--- src/rtl/bsg_frame_pkg.sv ---
// Shared types for the frame channel credit transmitter: FSM states and credit counter sizing.
package bsg_frame_pkg;

  typedef enum logic {
    eWAIT_CALIB = 1'b0,
    eRUN        = 1'b1
  } chan_state_e;

  // Counter must represent 0..credits inclusive.
  function automatic int credit_width(input int credits);
    return $clog2(credits + 1);
  endfunction

endpackage

--- src/rtl/bsg_frame_chan_credit_tx_if.sv ---
// Valid-then-ready word stream from the frame core into one channel transmit stage.
interface bsg_frame_chan_credit_tx_if #(parameter int width_p = 8);
  logic               v;
  logic [width_p-1:0] data;
  logic               ready;

  modport master (output v, data, input  ready);
  modport slave  (input  v, data, output ready);
endinterface

--- src/rtl/bsg_two_fifo.sv ---
// Two-entry FIFO; ready is simply ~full, so a full FIFO stalls one cycle before refilling.
module bsg_two_fifo #(
  parameter int width_p = 8
) (
  input  logic               clk_i,
  input  logic               reset_i,
  input  logic               v_i,
  input  logic [width_p-1:0] data_i,
  output logic               ready_o,
  output logic               v_o,
  output logic [width_p-1:0] data_o,
  input  logic               yumi_i
);

  logic [1:0][width_p-1:0] mem_q, mem_d;
  logic                    wptr_q, wptr_d;
  logic                    rptr_q, rptr_d;
  logic [1:0]              count_q, count_d;
  logic                    enq, deq;

  assign ready_o = (count_q != 2'd2);
  assign v_o     = (count_q != 2'd0);
  assign data_o  = mem_q[rptr_q];
  assign enq     = v_i & ready_o;
  assign deq     = yumi_i & v_o;

  always_comb begin
    mem_d   = mem_q;
    wptr_d  = wptr_q;
    rptr_d  = rptr_q;
    if (enq) begin
      mem_d[wptr_q] = data_i;
      wptr_d        = ~wptr_q;
    end
    if (deq) rptr_d = ~rptr_q;
    count_d = count_q + {1'b0, enq} - {1'b0, deq};
  end

  always_ff @(posedge clk_i) begin
    if (reset_i) begin
      wptr_q  <= 1'b0;
      rptr_q  <= 1'b0;
      count_q <= 2'd0;
    end else begin
      wptr_q  <= wptr_d;
      rptr_q  <= rptr_d;
      count_q <= count_d;
    end
  end

  // Storage needs no reset: count gates every read.
  always_ff @(posedge clk_i) mem_q <= mem_d;

endmodule

--- src/rtl/bsg_frame_chan_credit_tx.sv ---
// Per-channel transmit stage: buffers core words, waits for link calibration, and meters
// launches against far-end credits returned as decimated token pulses.
module bsg_frame_chan_credit_tx
  import bsg_frame_pkg::*;
#(
  parameter  int width_p      = 8,
  parameter  int credits_p    = 16,
  parameter  int decimation_p = 4,
  localparam int cw_lp        = credit_width(credits_p)
) (
  input  logic                        clk_i,
  input  logic                        reset_i,
  input  logic                        calib_done_i,
  bsg_frame_chan_credit_tx_if.slave   core_i,
  input  logic                        token_i,
  output logic                        v_o,
  output logic [width_p-1:0]          data_o,
  output logic [cw_lp-1:0]            credits_o,
  output logic                        overflow_o
);

  localparam logic [cw_lp:0] max_lp = (cw_lp+1)'(credits_p);
  localparam logic [cw_lp:0] dec_lp = (cw_lp+1)'(decimation_p);

  chan_state_e        state_q, state_d;
  logic [cw_lp-1:0]   credits_q, credits_d;
  logic               overflow_q, overflow_d;
  logic               v_q, v_d;
  logic [width_p-1:0] data_q, data_d;

  logic               fifo_ready, fifo_v, send;
  logic [width_p-1:0] fifo_data;
  logic [cw_lp:0]     credit_sum;

  bsg_two_fifo #(.width_p(width_p)) fifo (
    .clk_i   (clk_i),
    .reset_i (reset_i),
    .v_i     (core_i.v),
    .data_i  (core_i.data),
    .ready_o (fifo_ready),
    .v_o     (fifo_v),
    .data_o  (fifo_data),
    .yumi_i  (send)
  );

  assign core_i.ready = fifo_ready & ~reset_i;
  assign send = (state_q == eRUN) & calib_done_i & fifo_v & (credits_q != '0);

  // One extra bit so a token on a nearly full count can be seen exceeding the max.
  assign credit_sum = {1'b0, credits_q} - {{cw_lp{1'b0}}, send}
                    + (token_i ? dec_lp : {(cw_lp+1){1'b0}});

  always_comb begin
    state_d    = state_q;
    credits_d  = credits_q;
    overflow_d = overflow_q;
    v_d        = send;
    data_d     = send ? fifo_data : data_q;
    case (state_q)
      eWAIT_CALIB: begin
        credits_d = max_lp[cw_lp-1:0];
        if (calib_done_i) state_d = eRUN;
      end
      eRUN: begin
        if (!calib_done_i) begin
          // Recalibration empties the remote FIFO, so the full allowance comes back.
          state_d   = eWAIT_CALIB;
          credits_d = max_lp[cw_lp-1:0];
        end else if (credit_sum > max_lp) begin
          credits_d  = max_lp[cw_lp-1:0];
          overflow_d = 1'b1;
        end else begin
          credits_d = credit_sum[cw_lp-1:0];
        end
      end
      default: state_d = eWAIT_CALIB;
    endcase
  end

  always_ff @(posedge clk_i) begin
    if (reset_i) begin
      state_q    <= eWAIT_CALIB;
      credits_q  <= max_lp[cw_lp-1:0];
      overflow_q <= 1'b0;
      v_q        <= 1'b0;
      data_q     <= '0;
    end else begin
      state_q    <= state_d;
      credits_q  <= credits_d;
      overflow_q <= overflow_d;
      v_q        <= v_d;
      data_q     <= data_d;
    end
  end

  assign v_o        = v_q;
  assign data_o     = data_q;
  assign credits_o  = credits_q;
  assign overflow_o = overflow_q;

endmodule

--- src/flat_wrapper.sv ---
// flat-port wrapper written by rule: the top's interface ports become plain ports
module bsg_frame_chan_credit_tx_flat import bsg_frame_pkg::*;
#(
  parameter  int width_p      = 8,
  parameter  int credits_p    = 16,
  parameter  int decimation_p = 4,
  localparam int cw_lp        = credit_width(credits_p)
)
  (clk_i, reset_i, calib_done_i, token_i, v_o, data_o, credits_o, overflow_o, core_i_v, core_i_data, core_i_ready);
  bsg_frame_chan_credit_tx_if #(.width_p(width_p)) core_i_i ();
  input  logic clk_i;
  input  logic reset_i;
  input  logic calib_done_i;
  input  logic token_i;
  output logic v_o;
  output logic [width_p-1:0] data_o;
  output logic [cw_lp-1:0] credits_o;
  output logic overflow_o;
  input wire logic [$bits(core_i_i.v)-1:0] core_i_v;
  input wire logic [$bits(core_i_i.data)-1:0] core_i_data;
  output wire logic [$bits(core_i_i.ready)-1:0] core_i_ready;
  assign core_i_i.v = core_i_v;
  assign core_i_i.data = core_i_data;
  assign core_i_ready = core_i_i.ready;
  bsg_frame_chan_credit_tx #(.width_p(width_p), .credits_p(credits_p), .decimation_p(decimation_p)) u_core (.clk_i(clk_i), .reset_i(reset_i), .calib_done_i(calib_done_i), .core_i(core_i_i), .token_i(token_i), .v_o(v_o), .data_o(data_o), .credits_o(credits_o), .overflow_o(overflow_o));
endmodule
--- config.mk ---
export PLATFORM = sky130hd
export DESIGN_NAME = bsg_frame_chan_credit_tx_flat
export DESIGN_NICKNAME = d
export VERILOG_FILES = /design/src/rtl/bsg_frame_pkg.sv /design/src/rtl/bsg_frame_chan_credit_tx_if.sv /design/src/rtl/bsg_two_fifo.sv /design/src/rtl/bsg_frame_chan_credit_tx.sv /design/src/flat_wrapper.sv
export SDC_FILE = /design/constraint.sdc
export NUM_CORES = 1
export LEC_CHECK = 0
export ABC_CLOCK_PERIOD_IN_PS = 7500
export BUFFER_PORTS_ARGS = -buffer_cell sky130_fd_sc_hd__buf_2
export CELL_PAD_IN_SITES_DETAIL_PLACEMENT = 1
export CELL_PAD_IN_SITES_GLOBAL_PLACEMENT = 1
export CORE_ASPECT_RATIO = 2
export CORE_MARGIN = 8
export CORE_UTILIZATION = 40
export CTS_BUF_LIST = sky130_fd_sc_hd__clkbuf_8
export DETAILED_ROUTE_END_ITERATION = 10
export MAX_ROUTING_LAYER = met4
export PLACE_DENSITY = 0.69
export SLEW_MARGIN = 5
export SYNTH_ARGS = -nofsm -noshare
export SYNTH_HDL_FRONTEND = slang
export SYNTH_HIERARCHICAL = 1
export SYNTH_SLANG_ARGS = --single-unit
--- constraint.sdc ---
create_clock -name clk_i -period 7.5 [get_ports clk_i]
set_input_delay 0.75 -clock clk_i [delete_from_list [all_inputs] [get_ports clk_i]]
set_output_delay 0.75 -clock clk_i [all_outputs]
set_load 0.02 [all_outputs]
* Yosys cells after proc, flatten, opt, wreduce, memory -nomap -nowiden
Cells that the tools add are included.
Storage, ports and cells: flip-flop bits (word level) 36, input port bits 13, output and inout bits 16, logic and storage cells 43
Cells by class: add/subtract/negate cells 4, magnitude comparators 4, eq/ne operators 1, muxes and demuxes 10, bitwise gates (word level) 10, reduce and logical (&&, ||, !) cells 4
Operator list (number):
- 2-to-1 mux 8 bit | 3
- bitwise mux 16 bit | 1
- 2-to-1 mux 5 bit | 2
- case mux 5 bit (2 select lines) | 1
- demux 8 bit (select 1 bit) | 1
- adder 6 bit | 1
- AND 1 bit | 6
- > comparator 6 x 5 -> 1 bit (second input constant) | 1
- subtractor 5 x 1 -> 6 bit | 1
- nonzero test 5 bit | 1
- less-than comparator 1 x 2 -> 1 bit (second input constant) | 2
- NOT 1 bit | 4
- 2-to-1 mux 3 bit | 1
- AND reduction 3 bit | 1
- adder 2 x 1 -> 2 bit | 1
- inequality test 2 bit (second input constant) | 1
- nonzero test 2 bit | 1
- subtractor 2 x 1 -> 2 bit | 1
- greater-or-equal comparator 1 bit (second input constant) | 1
- logical AND 1 bit | 1
- 2-to-1 mux 1 bit | 1

* Depth between registers and ports, before layout
word-level depth 9, depth in mapped cells 13, mapped depth without buffers 12

* Hierarchy
The synthesis kept the hierarchy.
By module, submodules not included:
- bsg_two_fifo | times used 1, cells an instance 52, area an instance 809.5 um2, sequential area each 560.5 um2
- bsg_frame_chan_credit_tx | times used 1, cells an instance 82, area an instance 782.0 um2, sequential area each 320.3 um2

* Worst setup path before layout
OpenSTA, ideal clock, no wires.
path type register -> register, from reg u_core.credits_q[0] (netlist: u_core/credits_o[0]), to reg u_core.credits_q[4] (netlist: u_core/credits_o[4]), setup time 0.127 ns, arrival 2.946 ns, required time 7.373 ns, slack 4.427 ns, stages on the path, launching flop included 14, buffers on the path 1, period minus slack after synthesis 3.073 ns, path through dfxtp_1 > or4_1 > o2111ai_2 > buf_6 > inv_1 > ha_1 > inv_1 > ha_1 > inv_1 > fa_1 > nand2b_1 > a21oi_1 > xnor2_1 > or3_1
On the way: cells in the longest elaborated chain, start to end 8
RTL lines:
- from (decl) | line bsg_frame_chan_credit_tx.sv:26 | logic [cw_lp-1:0] credits_q, credits_d;
- from (signal assigned) | line bsg_frame_chan_credit_tx.sv:83 | credits_q <= max_lp[cw_lp-1:0];
- from (signal assigned) | line bsg_frame_chan_credit_tx.sv:89 | credits_q <= credits_d;
- nonzero test 5 bit * | line bsg_frame_chan_credit_tx.sv:47 | assign send = (state_q == eRUN) & calib_done_i & fifo_v & (credits_q != '0);
- AND 1 bit * | line bsg_frame_chan_credit_tx.sv:47
- named net u_core.send | line bsg_frame_chan_credit_tx.sv:31 | logic fifo_ready, fifo_v, send;
- subtractor 5 x 1 -> 6 bit * | line bsg_frame_chan_credit_tx.sv:50 | assign credit_sum = {1'b0, credits_q} - {{cw_lp{1'b0}}, send}
- adder 6 bit * | line bsg_frame_chan_credit_tx.sv:51 | + (token_i ? dec_lp : {(cw_lp+1){1'b0}});
- > comparator 6 x 5 -> 1 bit | line bsg_frame_chan_credit_tx.sv:69 | end else if (credit_sum > max_lp) begin
- 2-to-1 mux 5 bit * | line bsg_frame_chan_credit_tx.sv:69
- 2-to-1 mux 5 bit * | line bsg_frame_chan_credit_tx.sv:65 | if (!calib_done_i) begin
- case mux 5 bit (2 select lines) * | line bsg_frame_chan_credit_tx.sv:59 | case (state_q)
The timed path passes the listed nets; every way through them passes the cells marked *. A chain may end at the register's enable or synchronous reset.

* Worst setup path after layout
from reg u_core.credits_q[0] (netlist: u_core/credits_o[0]), to reg u_core.credits_q[2] (netlist: u_core/credits_o[2])
The elaborated chain is that of the path after synthesis.

==> metrics.md <==
| Metric | Value |
|---|---|
| Number of synthesized flops with an enable pin | 16 |
| Syn_nets | 155 |
| Crit path launch type | flip-flop |
| Worst Tran Pin Value | 0.744 ns |
| Sequential share of the synthesized area | 0.553 |
| Worst clock skew | 0.00561 ns |
| Final WL | 3460 um |
| Initial antenna violation count | 0 |
| Synthesized instance count | 134 |
| Post-Layout Inst Area | 1850 sq um |
| Die area | 6380 sq um |
| Ant. Diodes | 0 |
| Pwr Density | 208 nW/um^2 |
| Max Clk Rate | 257 MHz |
| Required time worst endpoint | 7.63 ns |
| # resized after CTS | 0 |
| Hold-fix buffers at CTS | 0 |
| Final-layout fill cell count | 463 |
| CTS tree | built |
| Post-synthesis register bit count | 36 |
| YS warnings | 6 |
| # setup viols final | 0 |
| GRT Overall Usage | 0.123 |
| Total congestion overflow | 0 |
| Starting Density | 0.414 |
| Final worst slack | 3.60 ns |
| Post-Syn Area | 1590 sq um |
| Non-Filler Instances | 217 |
| Synth cell types | 37 |
| Chip width | 60.6 um |
| Maximum root-to-sink buffer count | 2 |
| Worst-path maximum fanout | 10 |
| Area delta synth->final | 16.4% |
| VDD IR-drop max | 0.0974 mV |
| Setup WS pre-CTS | 3.59 ns |
| Share of the synthesized area in the top cell type | 0.302 |
| Area contributors post-synth | edfxtp_1, dfxtp_1, mux2_2 |
| Avg WL per Cell | 15.9 um |
| Avg Cell Area, Syn | 11.9 sq um |
| Core ar. | 3840 sq um |
| Placed Area | 1780 sq um |
| Setup bufs post-CTS | 0 |
| Root Buffer | clkbuf_8 |
| Final routed DRC violation total | 0 |
| RSZ-0062 raised after global routing | no |
| Total power | 0.386 mW |
| Slew Viols, Final | 0 |
| CP arrival | 4.02 ns |
| Number of iterations in the first detailed-routing pass | 2 |
| First-pass GRT wire length | 5730 um |
| Nets | 187 |
| Largest net degree at the start of global routing | 19 |
| Min-delay worst type | flip-flop to flip-flop |
| Vias | 1084 |
| Top-Level Pins | 29 |
| Die height | 105 um |
| DR vias/cell | 5.00 |
| Clk slew on worst S/H paths | 0.06 ns |
| Setup TNS | 0 ns |
| Num rows | 32 |
| Ratio of cells with drive above 1 in the final layout | 0.271 |
| Detail Route Antenna Nets | 0 |
| Cell taking the most area after synthesis | edfxtp_1 |
| CP Capture Type | flip-flop |
| Final worst-path cycle share | 0.519 |
| Hold slack | 0.492 ns |
| Final Util | 0.482 |
| Outcome | finished, final reports clean |
| Clk sink count | 36 |
| Synth Flop Type | dfxtp_1 |
| Final Hold Fails | 0 |
| CTS buffer count | 5 |
| Inst Count DP | 210 |
| Minimum clock period after layout | 3.90 ns |
| PortBufs | 28 |
| Leakage power | 0.842 nW |
| Worst-skew pair later-pin latency | 0.28 ns |
| Relative slew slack | 0.504 |
| Max-cap violations | 0 |
| FFs w/ async S/R, synth | 0 |
| Detailed Route Iter0 Violations | 16 |
| WS Path Type | flip-flop to flip-flop |
| Vias in the first global route | 1238 |
| Final Wtd Congestion | 0.853 |
| H-tree depth | 2 |
| Hpwl dp | 2780 um |
[flip-flops by register name (all words and copies together) (netlist names)]
register / flops
u_core/credits_o: 5
u_core/fifo/wptr_q: 1
u_core/v_o: 1
u_core/data_o: 8
u_core/fifo/count_q: 2
u_core/fifo/rptr_q: 1
u_core/state_q: 1
u_core/fifo/mem_q: 16
u_core/overflow_o: 1
[cell families (layout without fill, tap and decap cells)]
| group | after synthesis | after routing | share of synthesized area |
|---|---|---|---|
| mux | 17 | 17 | 0.114 |
| simple gates | 39 | 39 | 0.129 |
| buf+inv | 15 | 47 | 0.0409 |
| compound gates | 15 | 15 | 0.0731 |
| flops | 36 | 36 | 0.553 |
| xor+xnor | 4 | 4 | 0.0220 |
| fa+ha+maj | 8 | 8 | 0.0676 |
[synthesized netlist by cell type, drive strengths merged (3+ instances only)]
cell type	instances
mux2	9
mux2i	8
nor2	19
edfxtp	16
dfxtp	20
inv	12
xor2	3
nor4	3
a21oi	3
o21ai	3
ha	7
nor2b	4
[layout by cell type, fill, tap and decap left out, types with 2 or more instances in the layout]
cell	synthesis	final
a211oi_1	2	2
a21oi_1	3	3
buf_2	1	28
clkbuf_8	0	5
dfxtp_1	20	20
edfxtp_1	16	16
ha_1	7	7
inv_1	12	13
mux2_2	8	8
mux2i_1	8	8
nand2b_1	2	2
nand3b_1	2	2
nor2_1	19	19
nor2b_1	4	4
nor4_1	3	3
o21ai_0	3	3
xor2_1	3	3
[area by class of cell]
| type | instances | area, sq um | share of cell area |
|---|---|---|---|
| timing repair buffer | 28 | 140 | 0.0756 |
| sequential | 36 | 881 | 0.475 |
| clock inverter | 2 | 8.76 | 0.00473 |
| tap | 51 | 63.8 | 0.0344 |
| clock buffer | 5 | 68.8 | 0.0371 |
| inverter | 12 | 45.0 | 0.0243 |
| multi-input combinational | 83 | 646 | 0.348 |
[report_power, final]
part,switching (mW),internal [mW]
sequential,0.00525,0.215
clock,0.0612,0.0617
combinational,0.0241,0.0188
total,0.0906,0.295
[path summary, 6_finish.rpt]
path | start | to | slack [ns] | cells past startpoint
max | u_core/credits_o[0]$_SDFF_PP0_ | u_core/credits_o[2]$_SDFF_PP0_ | 3.60 | 12
max reg2reg | u_core/credits_o[0]$_SDFF_PP0_ | u_core/credits_o[2]$_SDFF_PP0_ | 3.60 | 12
min reg2reg | u_core/data_o[5]$_SDFFE_PP0P_ | u_core/data_o[5]$_SDFFE_PP0P_ | 0.49 | 2
min | u_core/data_o[5]$_SDFFE_PP0P_ | u_core/data_o[5]$_SDFFE_PP0P_ | 0.49 | 2
[critical path, stage by stage (launching register included)]
cell       delay, ns
dfxtp_1         0.33
or4_1           0.55
o2111ai_2       0.63
inv_1           0.28
ha_1            0.26
inv_1           0.06
ha_1            0.17
inv_1           0.06
fa_1            0.40
nand2b_1        0.16
a21oi_1         0.24
xnor2_1         0.17
nor4_1          0.44
[metal layers]
metal / track usage / wire [um]
met5: - / 0
met4: 0.0655 / 92
met3: 0.0381 / 175
met2: 0.218 / 1970
met1: 0.108 / 1230
Power figures use the tool's default switching activity.
